### src/rtl/mem_stage_sramlike.sv
// MEM stage for the sram-like data interface: holds one instruction until its
// data_ok arrives, extracts load data, forwards to ID and hands off to WB.
module mem_stage_sramlike #(
  parameter int EX_W         = 86,
  parameter int DISCARD_W    = 2,
  parameter bit BYPASS_RDATA = 1'b1
) (
  input  logic                 clk,
  input  logic                 resetn,
  input  logic                 es_to_ms_valid,
  output logic                 ms_allowin,
  input  logic [31:0]          es_pc,
  input  logic                 es_mem_req,
  input  logic                 es_res_from_mem,
  input  logic [4:0]           es_ld_op,
  input  logic [31:0]          es_result,
  input  logic                 es_rf_we,
  input  logic [4:0]           es_rf_waddr,
  input  logic                 es_csr_re,
  input  logic [EX_W-1:0]      es_ex_zip,
  input  logic                 data_sram_data_ok,
  input  logic [31:0]          data_sram_rdata,
  input  logic                 ws_allowin,
  input  logic                 wb_ex,
  output logic                 ms_to_ws_valid,
  output logic [31:0]          ms_pc,
  output logic                 ms_rf_we,
  output logic [4:0]           ms_rf_waddr,
  output logic [31:0]          ms_rf_wdata,
  output logic                 ms_res_valid,
  output logic [31:0]          ms_result,
  output logic                 ms_csr_re,
  output logic [EX_W-1:0]      ms_ex_zip,
  output logic                 ms_ex,
  output logic                 ms_discard_full
);

  typedef enum logic [1:0] {
    S_EMPTY,
    S_WAIT,
    S_READY
  } state_t;

  localparam logic [DISCARD_W-1:0] DISCARD_MAX = '1;

  state_t                state, state_nxt;
  logic [DISCARD_W-1:0]  discard_cnt;
  logic [31:0]           data_buf;
  logic                  ms_res_from_mem;
  logic [4:0]            ms_ld_op;

  logic                  dok_drop;
  logic                  dok_consume;
  logic                  bypass_hit;
  logic                  handoff;
  logic                  accept;
  logic                  cnt_inc;
  logic [31:0]           load_word;
  logic [31:0]           shifted;
  logic [31:0]           ld_data;

  // A response is owed to a flushed instruction whenever the counter is nonzero.
  assign dok_drop    = data_sram_data_ok & (discard_cnt != '0);
  assign dok_consume = data_sram_data_ok & (discard_cnt == '0) & (state == S_WAIT);
  assign bypass_hit  = BYPASS_RDATA ? dok_consume : 1'b0;

  assign ms_discard_full = (discard_cnt == DISCARD_MAX);
  assign ms_to_ws_valid  = ((state == S_READY) | bypass_hit) & ~wb_ex;
  assign handoff         = ms_to_ws_valid & ws_allowin;
  assign ms_allowin      = (((state == S_EMPTY) | handoff) & ~ms_discard_full) | wb_ex;
  assign accept          = es_to_ms_valid & ms_allowin & ~wb_ex;
  assign cnt_inc         = wb_ex & (state == S_WAIT) & ~dok_consume;
  assign ms_res_valid    = (state == S_READY) | dok_consume;
  assign ms_ex           = |ms_ex_zip[6:0];

  always_ff @(posedge clk) begin
    if (!resetn) state <= S_EMPTY;
    else         state <= state_nxt;
  end

  always_comb begin
    state_nxt = state;
    if (wb_ex)            state_nxt = S_EMPTY;
    else if (accept)      state_nxt = es_mem_req ? S_WAIT : S_READY;
    else if (handoff)     state_nxt = S_EMPTY;
    else if (dok_consume) state_nxt = S_READY;
  end

  // Simultaneous flush-increment and drop-decrement leave the count unchanged.
  always_ff @(posedge clk) begin
    if (!resetn) begin
      discard_cnt <= '0;
    end else if (cnt_inc && !dok_drop && !ms_discard_full) begin
      discard_cnt <= discard_cnt + 1'b1;
    end else if (dok_drop && !cnt_inc) begin
      discard_cnt <= discard_cnt - 1'b1;
    end
  end

  always_ff @(posedge clk) begin
    if (!resetn) begin
      data_buf        <= '0;
      ms_pc           <= '0;
      ms_res_from_mem <= 1'b0;
      ms_ld_op        <= '0;
      ms_result       <= '0;
      ms_rf_we        <= 1'b0;
      ms_rf_waddr     <= '0;
      ms_csr_re       <= 1'b0;
      ms_ex_zip       <= '0;
    end else begin
      if (dok_consume) data_buf <= data_sram_rdata;
      if (accept) begin
        ms_pc           <= es_pc;
        ms_res_from_mem <= es_res_from_mem;
        ms_ld_op        <= es_ld_op;
        ms_result       <= es_result;
        ms_rf_we        <= es_rf_we;
        ms_rf_waddr     <= es_rf_waddr;
        ms_csr_re       <= es_csr_re;
        ms_ex_zip       <= es_ex_zip;
      end else if (wb_ex || handoff) begin
        ms_rf_we        <= 1'b0;
      end
    end
  end

  // Forwarding needs the data in the data_ok cycle itself, before the buffer holds it.
  assign load_word = dok_consume ? data_sram_rdata : data_buf;
  assign shifted   = load_word >> {ms_result[1:0], 3'b000};

  always_comb begin
    ld_data = shifted;
    if (ms_ld_op[4])      ld_data = {{24{shifted[7]}}, shifted[7:0]};
    else if (ms_ld_op[3]) ld_data = {24'b0, shifted[7:0]};
    else if (ms_ld_op[2]) ld_data = {{16{shifted[15]}}, shifted[15:0]};
    else if (ms_ld_op[1]) ld_data = {16'b0, shifted[15:0]};
  end

  assign ms_rf_wdata = ms_res_from_mem ? ld_data : ms_result;

endmodule

### config.mk
export PLATFORM = sky130hd
export DESIGN_NAME = mem_stage_sramlike
export DESIGN_NICKNAME = d
export VERILOG_FILES = /design/src/rtl/mem_stage_sramlike.sv
export SDC_FILE = /design/constraint.sdc
export NUM_CORES = 1
export LEC_CHECK = 0
export BUFFER_PORTS_ARGS = -buffer_cell sky130_fd_sc_hd__buf_2
export CORE_AREA = 4 4 150 152
export DETAILED_ROUTE_END_ITERATION = 8
export DIE_AREA = 0 0 154 156
export GPL_TIMING_DRIVEN = 0
export PLACE_DENSITY = 0.69
export SKIP_CTS_REPAIR_TIMING = 1
export SLEW_MARGIN = 20
export SYNTH_ARGS = -nofsm -noshare
export SYNTH_HDL_FRONTEND = slang
export SYNTH_SLANG_ARGS = --single-unit
### constraint.sdc
create_clock -name clk -period 5.2 [get_ports clk]
set_input_delay 0.52 -clock clk [delete_from_list [all_inputs] [get_ports clk]]
set_output_delay 0.52 -clock clk [all_outputs]
set_load 0.02 [all_outputs]
After elaboration in Yosys (flattened, before gate mapping)
Index checks and enable logic that the tools add are counted.
- add/subtract/negate cells: 2
- reductions and logical operators: 15
- bitwise logic cells: 17
- equality and inequality tests: 3
- shift operators: 1
- mux-type cells: 14
- operator list (kind ; count):
    2-to-1 mux 32 bit ; 6
    >> shifter 32 x 5 -> 32 bit ; 1
    2-to-1 mux 2 bit ; 6
    bitwise AND 1 bit ; 10
    OR reduction 7 bit ; 1
    nonzero test 2 bit ; 3
    equality test 2 bit (second input constant) ; 2
    zero test 2 bit ; 2
    NOT 1 bit ; 4
    logical AND 1 bit ; 3
    zero test 1 bit ; 3
    OR 1 bit ; 3
    nonzero test 3 bit ; 1
    adder 2 x 1 -> 2 bit (second input constant) ; 1
    equality test 2 x 1 -> 1 bit (second input constant) ; 1
    2-to-1 mux 1 bit ; 2
    OR reduction 2 bit ; 1
    subtractor 2 x 1 -> 2 bit (second input constant) ; 1
    logical OR 1 bit ; 1
- register bits: 199
- input bits: 202
- word-level logic and storage cells: 63
- output and inout port bits: 194

Logic depth before layout (Yosys ltp)
- depth in word-level cells: 12
- gate-level depth with buffers: 9
- gate-level depth less buffers: 6

Least setup slack after synthesis
OpenSTA, ideal clock, no wires.
- path kind: flip-flop to output port
- start point: register ms_result[0]
- end point: output port ms_rf_wdata[2]
- cell stages (with the launch flop): 7
- arrival: 2.159 ns
- setup slack: 2.521 ns
- required time: 4.680 ns
- path buffers: 3
- cell sequence: dfxtp_1 -> clkbuf_1 -> clkbuf_1 -> buf_1 -> mux2i_1 -> nand2_1 -> a31oi_1
- cells in the longest elaborated chain, start to end: 6
- RTL lines (element ; line ; source):
    start: declaration ; 31 ; output logic [31:0] ms_result,
    start signal: assignment ; 117 ; ms_result <= es_result;
    >> shifter 32 x 5 -> 32 bit * ; 130 ; assign shifted = load_word >> {ms_result[1:0], 3'b000};
    2-to-1 mux 32 bit ; 137 ; else if (ms_ld_op[1]) ld_data = {16'b0, shifted[15:0]};
    2-to-1 mux 32 bit ; 136 ; else if (ms_ld_op[2]) ld_data = {{16{shifted[15]}}, shifted[15:0]};
    2-to-1 mux 32 bit ; 135 ; else if (ms_ld_op[3]) ld_data = {24'b0, shifted[7:0]};
    2-to-1 mux 32 bit * ; 134 ; if (ms_ld_op[4]) ld_data = {{24{shifted[7]}}, shifted[7:0]};
    2-to-1 mux 32 bit * ; 140 ; assign ms_rf_wdata = ms_res_from_mem ? ld_data : ms_result;
    end: declaration ; 29 ; output logic [31:0] ms_rf_wdata,
Mark *: on every way between the ends. The rest lies on a longest branch, timed or not.

Final worst setup path
Ends and elaborated chain as after synthesis.

==> out/results.tsv <==
stage	metric	value	unit
synth	yosys warns	0	
worst_setup_path	RR Startpoint	discard_cnt[1]	
worst_setup_path	CP endpoint kind	primary output	
synth	cells after synthesis	1042	
timing	relative slew slack	54.1	%
worst_setup_path	Worst Path Arrival	3130	ps
route	DR iter-0 viols	528	
cells_and_area	area grow syn2layout	35.7	%
power_and_ir_drop	PwrDens	318	nW/µm²
worst_setup_path	Worst Path Max Fanout	10	
power_and_ir_drop	Sw Ratio	29.2	%
clocking	H-tree levels	4	
power_and_ir_drop	sequential share of power	45.3	%
worst_hold_path	HP Start	es_mem_req	
floorplan	die extent in x	154	µm
route	first drt pass iteration count	5	
worst_setup_path	crit path launch type	register	
worst_setup_path	crit-path leading delay family	buffers and inverters	
outcome	status	finished, final reports clean	
grt	first-pass GRT wire length	45.1	mm
worst_setup_path	CP Cell Sequence	clkbuf_1 > clkbuf_1 > buf_1 > mux2i_1 > nand2_1 > a31oi_1 > buf_2	
synth	syn nets	1244	
route	residual DRC count	0	
worst_setup_path	Crit. Startpoint	ms_result[0]	
worst_setup_path	WP data required	4680	ps
worst_hold_path	Tightest Hold Check Type	in2reg	
cells_and_area	commonest non-fill, non-tap cells in the layout	buf_2 (417), nand2_1 (359), dfxtp_1 (198)	
worst_hold_path	Hold Path Depth	2	
placement	worst slack, placed	1980	ps
floorplan	Core ar.	21000	µm²
cells_and_area	Final Util	53.2	%
clocking	worst-case clock buffer depth	2	
route	Final ANT Viol Nets	0	
timing	# setup viols final	0	
worst_setup_path	reg-to-reg slack, setup	2910	ps
timing	slew of the pin with the lowest slew margin	688	ps
timing	crit path time final	3650	ps
timing	RSZ-0062 raised after global routing	no	
power_and_ir_drop	clock network fraction of total power	39.4	%
route	Vias/cell	4.99	
floorplan	Rows	53	
synth	post-synth cell types	52	
grt	antenna violations before repair	4	
worst_setup_path	cell count of the worst reg-to-reg path	8	
timing	Tcrit/Tclk final	70.2	%
timing	worst hold margin	314	ps
clocking	Root Buffer	clkbuf_16	
synth	number of synthesized flops with an enable pin	0	
timing	fin worst setup slack	1550	ps
floorplan	Die Y	156	µm
worst_setup_path	Most common cell on crit path	clkbuf_1	
run	Max-Cap Viols	0	
cells_and_area	nets	1657	
clocking	CTS Buf Count	17	
worst_setup_path	WP buf/inv	4	
placement	HPWL after detailed placement	23.4	mm
worst_setup_path	kind of critical path	reg2out	
cells_and_area	Final Cell Area	11200	µm²
grt	vias in the first global route	8382	
grt	gr ovfl total	0	
placement	post-place instance area	10600	µm²
synth	Synth Register Bits	198	
timing	fmax	274	MHz
power_and_ir_drop	Psw	1040	µW
cells_and_area	share of cells above drive strength 1	33.5	%
cells_and_area	most common cell after layout, fill and taps aside	buf_2	
worst_setup_path	r2r endpoint	ms_ex_zip[0]	
synth	mean area per synthesized cell	7.91	µm²
placement	Placer Congestion	0.933	
worst_hold_path	hold path endpoint	state[1]	
power_and_ir_drop	Leak Pwr	0.00513	µW
route	Post-Route WL	29.9	mm
route	wire per inst	17.1	µm
worst_setup_path	crit-path max cell delay	580	ps
synth	mapped cell area	8240	µm²
worst_setup_path	CP max stage cell	buf_1	
grt	total track usage	23.4	%
floorplan	die area	24000	µm²
timing	Final Hold Fails	0	
clocking	CTS tree	built	
power_and_ir_drop	VDD IR max	0.000209	V
synth	sequential share of the synthesized area	48.1	%
clocking	CTS Sinks	198	
timing	worst-case clock skew	18.0	ps
grt	largest net degree at the start of global routing	20	
cells_and_area	layout filler cell count	2062	
synth	Top FF cell, synth	dfxtp_1	
floorplan	Starting Density	39.2	%
route	vias	8720	
synth	ys async rst share	0	%
power_and_ir_drop	Logic pwr share	15.3	%
placement	I/O Buffers	394	
floorplan	Ports	396	
power_and_ir_drop	Cell Int Power	2520	µW
clocking	worst skew pair latency	430	ps
clocking	Clock transition at path regs	80	ps
timing	Final Max Tran Viols	0	
timing	Fin Setup TNS	0	ps
[layer usage]
| layer | track usage (%) | part of all wire, % |
|---|---|---|
| met5 | 0 | 0.040 |
| met4 | 9.71 | 3.2 |
| met3 | 6.02 | 8.3 |
| met2 | 40.3 | 49 |
| met1 | 27.9 | 39 |
[synthesized netlist by cell type (2+ instances only)]
cell,number,area (µm²)
nor4_1,2,12.5
clkbuf_1,34,128
dfxtp_1,198,3960
buf_6,12,135
or3_1,3,18.8
inv_1,5,18.8
nor3_1,7,35.0
mux4_1,3,78.8
nor2b_1,6,37.5
and2_1,3,18.8
nand3b_1,2,15.0
o2111ai_1,3,26.3
mux4_2,3,67.6
buf_2,23,115
nand2_1,359,1350
a21oi_2,18,158
nor2_1,72,270
nand3_1,2,10.0
mux2i_1,44,440
a21oi_1,177,886
nand2b_1,3,18.8
buf_8,2,30.0
a31oi_1,5,31.3
o21ai_0,21,105
o21ai_1,2,10.0
buf_1,5,18.8
a21o_1,3,22.5
[cells by family (layout without fill, tap and decap cells)]
kind of cell	after synthesis	count (layout)	synth area share, %
and+or+nand+nor	469	469	22.9
AOI/OAI and AO/OA	241	241	16.4
DFF	198	198	48.1
other	0	3	0
buffers and inverters	84	510	5.55
muxes	50	50	7.12
[area by class of cell]
type	count	area, µm²	area share, %
Tap cell	275	344	3.08
Buffer	77	432	3.86
Inverter	7	26.3	0.235
Multi-Input combinational cell	760	3820	34.2
Antenna cell	3	7.51	0.0671
Clock inverter	14	181	1.62
Clock buffer	18	439	3.93
Timing Repair Buffer	394	1970	17.6
Sequential cell	198	3960	35.4
[metrics by stage]
stage | cells | power (µW)
2_1_floorplan | 1042 | 1950
3_3_place_gp | 1711 | 2190
3_5_place_dp | 1711 | 2190
4_1_cts | 1743 | 3580
5_1_grt | 1746 | 3700
6_report | 1746 | 3560
[state kept, by name, summed over array words and instances (netlist names), 2 cells and up]
| signal | count |
|---|---|
| state | 2 |
| ms_pc | 32 |
| data_buf | 32 |
| ms_rf_waddr | 5 |
| ms_result | 32 |
| discard_cnt | 2 |
| ms_ld_op | 4 |
| ms_ex_zip | 86 |
[worst max path at each step]
stage / endpoint / slack (ps) / depth (start not counted)
after CTS: ms_rf_wdata[2] / 1560 / 7
after global routing: ms_rf_wdata[3] / 1400 / 7
after detailed placement: ms_rf_wdata[4] / 1980 / 10
final: ms_rf_wdata[2] / 1550 / 7
after floorplan: ms_rf_wdata[2] / 2520 / 6
after global placement: ms_rf_wdata[3] / 2000 / 10
[power groups by stage]
stage                     logic [µW]  clock network [µW]  registers, µW
final                            544                1400           1610
after global placement           541                   0           1650
after floorplan                  239                   0           1710
after CTS                        546                1420           1610
after global routing             592                1490           1620
after detailed placement         544                   0           1650
Note: power is estimated with default switching activity, not from simulation.
